## config.mk

```make
export PLATFORM = sky130hd
export DESIGN_NAME = alu_host_seq
export DESIGN_NICKNAME = d
export VERILOG_FILES = /design/src/rtl/alu_pkg.sv /design/src/rtl/alu_host_seq_wait_timer.sv /design/src/rtl/alu_host_seq.sv
export SDC_FILE = /design/constraint.sdc
export NUM_CORES = 1
export LEC_CHECK = 0
export ABC_AREA = 1
export CAP_MARGIN = 0
export CELL_PAD_IN_SITES_DETAIL_PLACEMENT = 1
export CELL_PAD_IN_SITES_GLOBAL_PLACEMENT = 1
export CORE_UTILIZATION = 32
export CTS_CLUSTER_DIAMETER = 80
export DETAILED_ROUTE_END_ITERATION = 16
export GPL_ROUTABILITY_DRIVEN = 0
export MAX_ROUTING_LAYER = met4
export PLACE_DENSITY_LB_ADDON = 0.15
export REMOVE_ABC_BUFFERS = 1
export SYNTH_ARGS = -nofsm -noshare
export SYNTH_HDL_FRONTEND = slang
export SYNTH_SLANG_ARGS = --single-unit
```

## constraint.sdc

```tcl
create_clock -name clk -period 1.8 [get_ports clk]
set_clock_uncertainty 0.15 [all_clocks]
set_input_delay 0.36 -clock clk [delete_from_list [all_inputs] [get_ports clk]]
set_output_delay 0.36 -clock clk [all_outputs]
set_load 0.02 [all_outputs]
```

## src/rtl/alu_pkg.sv

```systemverilog
// Shared opcodes, FSM encoding and request bundle
// for the ALU host sequencer.
package alu_pkg;

  localparam logic [1:0] OP_ADD = 2'b00;
  localparam logic [1:0] OP_SUB = 2'b01;
  localparam logic [1:0] OP_MUL = 2'b10;
  localparam logic [1:0] OP_DIV = 2'b11;

  typedef enum logic [2:0] {
    IDLE,
    SEND_X,
    SEND_Y,
    WAIT,
    CAP_HI,
    CAP_LO,
    RESP
  } state_t;

  typedef struct packed {
    logic [1:0] op;
    logic [7:0] x;
    logic [7:0] y;
  } req_t;

endpackage

```

## src/rtl/alu_host_seq_wait_timer.sv

```systemverilog
// WAIT-state cycle counter; expired flags the
// last permitted cycle while counting.
module wait_timer #(
  parameter int TIMEOUT = 64
) (
  input  logic clk,
  input  logic rst,
  input  logic clr,
  input  logic en,
  output logic expired
);

  localparam int W = (TIMEOUT > 1) ? $clog2(TIMEOUT) : 1;
  localparam logic [W-1:0] LAST = W'(TIMEOUT - 1);

  logic [W-1:0] cnt;

  always_ff @(posedge clk or negedge rst) begin
    if (!rst) begin
      cnt <= '0;
    end else if (clr) begin
      cnt <= '0;
    end else if (en) begin
      cnt <= cnt + W'(1);
    end
  end

  assign expired = en && (cnt == LAST);

endmodule

```

## src/rtl/alu_host_seq.sv

```systemverilog
// Request/response sequencer driving a byte-serial
// ALU: sends X then Y, waits, captures two result bytes.
module alu_host_seq
  import alu_pkg::*;
#(
  parameter int TIMEOUT = 64
) (
  input  logic        clk,
  input  logic        rst,
  input  logic        req_valid,
  output logic        req_ready,
  input  logic [1:0]  req_op,
  input  logic [7:0]  req_x,
  input  logic [7:0]  req_y,
  output logic        rsp_valid,
  input  logic        rsp_ready,
  output logic [15:0] rsp_data,
  output logic        rsp_err,
  output logic [7:0]  alu_in,
  output logic [1:0]  alu_op,
  output logic        alu_valid,
  input  logic        alu_ready,
  input  logic [7:0]  alu_o
);

  state_t     state;
  state_t     nxt;
  req_t       req;
  logic [7:0] hi;
  logic [7:0] lo;
  logic       err;
  logic       expired;

  wait_timer #(
    .TIMEOUT(TIMEOUT)
  ) u_timer (
    .clk    (clk),
    .rst    (rst),
    .clr    (state == SEND_Y),
    .en     (state == WAIT),
    .expired(expired)
  );

  always_ff @(posedge clk or negedge rst) begin
    if (!rst) begin
      state <= IDLE;
    end else begin
      state <= nxt;
    end
  end

  always_ff @(posedge clk or negedge rst) begin
    if (!rst) begin
      req <= '0;
      hi  <= '0;
      lo  <= '0;
      err <= 1'b0;
    end else begin
      if (state == IDLE && req_valid) begin
        req <= {req_op, req_x, req_y};
      end
      // ready beats timeout when both land on the last cycle
      if (state == WAIT) begin
        if (alu_ready) begin
          hi  <= alu_o;
          err <= 1'b0;
        end else if (expired) begin
          hi  <= '0;
          lo  <= '0;
          err <= 1'b1;
        end
      end
      if (state == CAP_LO) begin
        lo <= alu_o;
      end
    end
  end

  always_comb begin
    nxt       = state;
    req_ready = 1'b0;
    alu_valid = 1'b0;
    alu_in    = '0;
    alu_op    = OP_ADD;
    rsp_valid = 1'b0;
    rsp_data  = '0;
    rsp_err   = 1'b0;
    unique case (state)
      IDLE: begin
        req_ready = 1'b1;
        if (req_valid) nxt = SEND_X;
      end
      SEND_X: begin
        alu_valid = 1'b1;
        alu_in    = req.x;
        alu_op    = req.op;
        nxt       = SEND_Y;
      end
      SEND_Y: begin
        alu_in = req.y;
        alu_op = req.op;
        nxt    = WAIT;
      end
      WAIT: begin
        alu_op = req.op;
        if (alu_ready) nxt = CAP_LO;
        else if (expired) nxt = RESP;
      end
      CAP_LO: nxt = RESP;
      RESP: begin
        rsp_valid = 1'b1;
        rsp_data  = {hi, lo};
        rsp_err   = err;
        if (rsp_ready) nxt = IDLE;
      end
      // CAP_HI is folded into the WAIT exit and never entered
      default: nxt = IDLE;
    endcase
  end

endmodule

```

## Word level (Yosys, flattened, before mapping)

Cells that the tools add are included.

| storage, ports and cells | value |
|---|---|
| flip-flop bits (word level) | 44 |
| word-level logic and storage cells | 51 |

| operators by class | value |
|---|---|
| $add $sub $neg | 1 |
| equality and inequality tests | 10 |
| mux-type cells | 21 |
| reduce and logical (&&, ||, !) cells | 11 |

Operator list:

| cell | number |
|---|---|
| 2-to-1 mux 8 bit | 5 |
| one-hot mux 3 bit (6 select lines) | 1 |
| 2-to-1 mux 16 bit | 1 |
| one-hot mux 8 bit (2 select lines) | 1 |
| 2-to-1 mux 3 bit | 4 |
| 2-to-1 mux 6 bit | 2 |
| nonzero test 2 bit | 4 |
| adder 6 x 1 -> 6 bit (second input constant) | 1 |
| == test 3 x 2 -> 1 bit (second input constant) | 2 |
| == test 3 bit (second input constant) | 2 |
| == test 6 bit (second input constant) | 1 |
| 2-to-1 mux 1 bit | 6 |
| AND reduction 3 bit | 2 |
| inequality test 2 bit (second input constant) | 2 |
| == test 3 x 1 -> 1 bit (second input constant) | 1 |
| logical NOT 3 bit | 1 |
| inequality test 3 bit (second input constant) | 1 |
| OR reduction 3 bit | 1 |
| logical AND 1 bit | 2 |
| 2-to-1 mux 2 bit | 1 |
| inequality test 2 x 1 -> 1 bit (second input constant) | 1 |
| AND reduction 2 bit | 1 |

## Depth between registers and ports, before layout

| depth | value |
|---|---|
| depth after elaboration | 6 |
| depth in mapped cells | 8 |
| depth with buffers taken out | 7 |

## By module

A second synthesis with hierarchy kept.

| second synthesis, totals | value |
|---|---|
| cells, all modules | 289 |
| area, all modules | 2,215.9 um2 |

By module, submodules not included:

| module | instances | cells each | area an instance (um2) |
|---|---|---|---|
| alu_host_seq | 1 | 244 | 1,871.8 |
| wait_timer | 1 | 45 | 344.1 |

## Worst setup path before layout

OpenSTA, ideal clock, no wires.

| timing | value |
|---|---|
| path kind | reg-to-output |
| start point | register state[0] |
| end point | output alu_in[1] |
| data arrival time | 1.334 ns |
| required time | 1.290 ns |
| path slack | -0.044 ns |
| stages on the path, launching flop included | 4 |
| path buffers | 0 |
| path through | dfrtp_1 -> inv_2 -> nand3_1 -> o21ai_0 |

| between the ends | value |
|---|---|
| longest elaborated chain between the ends | 2 |
| elaborated cells between the ends (all ways) | 3 |
| those cells by class | eq/ne (2); mux (1) |

RTL lines:

| element | RTL line | RTL |
|---|---|---|
| from (decl) | alu_host_seq.sv:26 | `state_t state;` |
| from (signal assigned) | alu_host_seq.sv:48 | `state <= nxt;` |
| == test 3 x 2 -> 1 bit / == test 3 x 1 -> 1 bit (equally long branches) | alu_host_seq.sv:88 | `unique case (state)` |
| one-hot mux 8 bit (2 select lines) * | alu_host_seq.sv:88 |  |
| to (decl) | alu_host_seq.sv:19 | `output logic [7:0] alu_in,` |

Every way passes the cells marked *; elsewhere a longest branch is shown, timed or not.

## Final worst setup path

| timing | value |
|---|---|
| start point | register state[2] |
| end point | output alu_in[2] |

The elaborated chain is that of the path after synthesis.

==> results.py <==
metrics = {
    "clock_tree": {
        "clock_sink_count": 44,
        "cts_tree": "built",
        "cts_buffers": 5,
        "clock_latency_ns": 0.30,
        "clk_pin_slew_ns": 0.09,
        "clock-root-buffer": "clkbuf_8",
        "clock_path_buffers": 2,
        "cts_max_level": 2,
    },
    "sta": {
        "tightest_slew_ns": 0.437,
        "hold_violations": 0,
        "final-setup-viol-count": 30,
        "layout_worst_path_cycle_share_pct": 108,
        "slew_headroom_pct": 70.8,
        "slew_viol_final": 0,
        "fin_ws_ns": -0.137,
        "rsz0062_at_grt": "true",
        "min_period_ns": 1.94,
        "max_freq_ghz": 0.516,
        "finalSetupTns_ns": -2.80,
    },
    "run_status": {
        "status": "finished with violations",
        "violations": "negative setup slack",
    },
    "worst_setup_path": {
        "timing.rr.end": "state[0]",
        "ff2ff_path_depth": 10,
        "worst_setup_path_start_kind": "register",
        "cpMostUsedCell": "buf_6",
        "worstSetupPathType": "reg2out",
        "rr_startpoint": "state[0]",
        "r2r_slack_ns": 0.06,
        "path_cells": "inv_2 -> nand3_4 -> buf_6 -> o21ai_2 -> buf_6",
        "slowest_stage": "dfrtp_1",
        "cp_data_arrival_time_ns": 1.43,
        "max_stage_delay_ns": 0.43,
        "path_delay_family": "buffers and inverters",
        "worst-path-max-fanout": 5,
        "crit_buf_inv": 3,
        "worst_ep_required_time_ns": 1.29,
        "critical_path.endpoint_type": "output pin",
    },
    "flow_run": {
        "cap_violations": 0,
    },
    "layout": {
        "stdcell_area_mm2": 0.00343,
        "areaGrowthSynthToFinish_pct": 57.2,
        "final_cell_mix": "nand2_1 (61), dfrtp_1 (43), nand3_1 (30), inv_1 (29), clkdlybuf4s50_1 (29)",
        "final_common_cell": "nand2_1",
        "num_antenna_cells": 0,
        "drive_above_1_share_pct": 32.3,
        "layout.nets": 393,
    },
    "yosys": {
        "synth_warnings": 0,
        "syn_inst": 271,
        "syn_avg_cell_area_um2": 8.05,
        "ys_types": 28,
        "ys_seq_area_share_pct": 50.5,
        "synthesis.area_mm2": 0.00218,
        "synth-seq-cells": 44,
    },
    "global_routing": {
        "grt_max_degree": 45,
        "grt_first_pass_wirelength_um": 11600,
        "met2_usage_pct": 35.5,
        "track_usage_pct": 21.8,
        "grt_busiest_layer": "met2",
        "met3_usage_pct": 3.24,
        "gr-usage-met1_pct": 27.3,
        "antenna_found_initial": 0,
        "overflow": 0,
        "grt_pass1_vias": 2312,
    },
    "hold_path": {
        "min_to": "req[11]",
        "hp-class": "reg2reg",
        "worstHoldPathCells": 2,
        "min_from": "req[11]",
    },
    "power_and_ir_drop": {
        "pwr_density_cell_mw_per_mm2": 1550,
        "seqPwrFrac_pct": 30.9,
        "switchingPower_uw": 2370,
        "clockPowerShare_pct": 12.5,
        "pwr-share-comb_pct": 56.6,
        "p_leak_uw": 0.00163,
        "power.internal_uw": 2970,
        "vdd_drop_max_uv": 814,
        "swShare_pct": 44.4,
    },
    "drt": {
        "drcViolationCount": 0,
        "wl_um": 7030,
        "drtIter0Drc": 110,
        "drtAntennaViolNets": 0,
        "dr.pass1.iters": 6,
        "vias_per_cell": 4.91,
        "vias": 2155,
        "wl_per_cell_um": 16.0,
    },
    "place": {
        "dpl_cell_area_mm2": 0.00293,
        "dp_hpwl_um": 4320,
        "port_buffers": 60,
    },
    "floorplanning": {
        "die_y_um": 84.6,
        "row_count": 29,
        "die_w_um": 84.6,
        "die_area_mm2": 0.00715,
        "start_util_pct": 33.8,
        "core_mm2": 0.00646,
        "boundaryPins": 61,
    },
}
through the flow:
| step | setup slack [ns] | instances | hold WS [ns] | util, % | total power [µW] |
|---|---|---|---|---|---|
| finish | -0.137 | 439 | 0.328 | 53.1 | 5330 |
| global route | -0.223 | 439 | 0.352 | 53.1 | 5700 |
| CTS | -0.119 | 435 | 0.331 | 50.2 | 5110 |
| detailed placement | -0.424 | 413 | 0.212 | 45.3 | 3900 |
| global placement | -0.326 | 413 | 0.215 | 45.3 | 3810 |
| floorplan | -0.143 | 263 | -0.0856 | - | 2890 |
cells in the mapped netlist (all sizes together):
| master | count | area (µm²) |
|---|---|---|
| a22oi | 1 | 7.51 |
| nor2 | 35 | 160 |
| a22o | 1 | 8.76 |
| clkinv | 2 | 10.0 |
| xnor2 | 2 | 17.5 |
| nand3 | 33 | 178 |
| o21a | 1 | 7.51 |
| nand2 | 72 | 295 |
| o21ai | 23 | 119 |
| clkbuf | 2 | 7.51 |
| a21oi | 12 | 60.1 |
| nor3b | 2 | 15.0 |
| buf | 6 | 51.3 |
| dfrtp | 44 | 1100 |
| ha | 1 | 12.5 |
| inv | 33 | 124 |
| nand3b | 1 | 7.51 |
power by group through the flow:
stage / registers [µW] / clock network, µW / logic (µW)
2_1_floorplan: 1630 / 0 / 1260
3_3_place_gp: 1610 / 0 / 2200
3_5_place_dp: 1640 / 0 / 2260
4_1_cts: 1630 / 692 / 2780
5_1_grt: 1700 / 729 / 3270
6_report: 1650 / 666 / 3020
worst max path at each step:
stage | start | endpoint | slack, ns | cells after the start
6_report | state[2] | alu_in[2] | -0.14 | 5
3_5_place_dp | state[1] | alu_in[4] | -0.42 | 4
3_3_place_gp | state[1] | alu_in[5] | -0.33 | 4
2_1_floorplan | state[2] | alu_in[1] | -0.14 | 3
5_1_grt | state[0] | alu_in[1] | -0.22 | 7
4_1_cts | state[0] | alu_in[5] | -0.12 | 5
layer usage:
layer | vias to the layer above | routed length (µm)
li1 | 1045 | -
met1 | 1044 | 3180
met2 | 57 | 3510
met3 | 9 | 242
met4 | 0 | 101
met5 | - | 0
area by class of cell:
cell class	count	area, µm²
inverter	35	149
timing repair buffer	86	848
clock inverter	1	7.51
clock buffer	7	86.3
sequential	44	1100
tap	77	96.3
multi-input combinational	188	1130
fill	762	3030
timing repair inverter	1	6.26
registers in the layout (all words and copies together) (netlist names):
register and count:
lo 8, err 1, u_timer.cnt 6, state 3
hi 8, req 18
cells by family after synthesis:
logic type	Yosys count	share of synthesized area [%]
AND/OR/NAND/NOR	143	30.0
XOR/XNOR	2	0.803
AO/OA/AOI/OAI	38	9.29
adder cells (fa/ha/maj)	1	0.573
flip-flops	44	50.5
buffers and inverters	43	8.83
what timing repair did:
action,4_1_cts,5_1_grt
setup endpoints to repair,43,66
hold buffers,1,0
pin swaps,2,6
cloned,5,1
hold endpoints to repair,44,0
resized for setup,207,44
buffers inserted,8,3
worst register-to-register path: stages (launching register included):
cell      delay (ns)
dfrtp_1         0.41
clkinv_4        0.15
buf_12          0.16
nand3_4         0.15
inv_4           0.05
buf_4           0.13
buf_4           0.12
buf_4           0.12
nand2_2         0.05
nand2_1         0.06
o21ai_2         0.12
(Power assumes the default switching activity.)
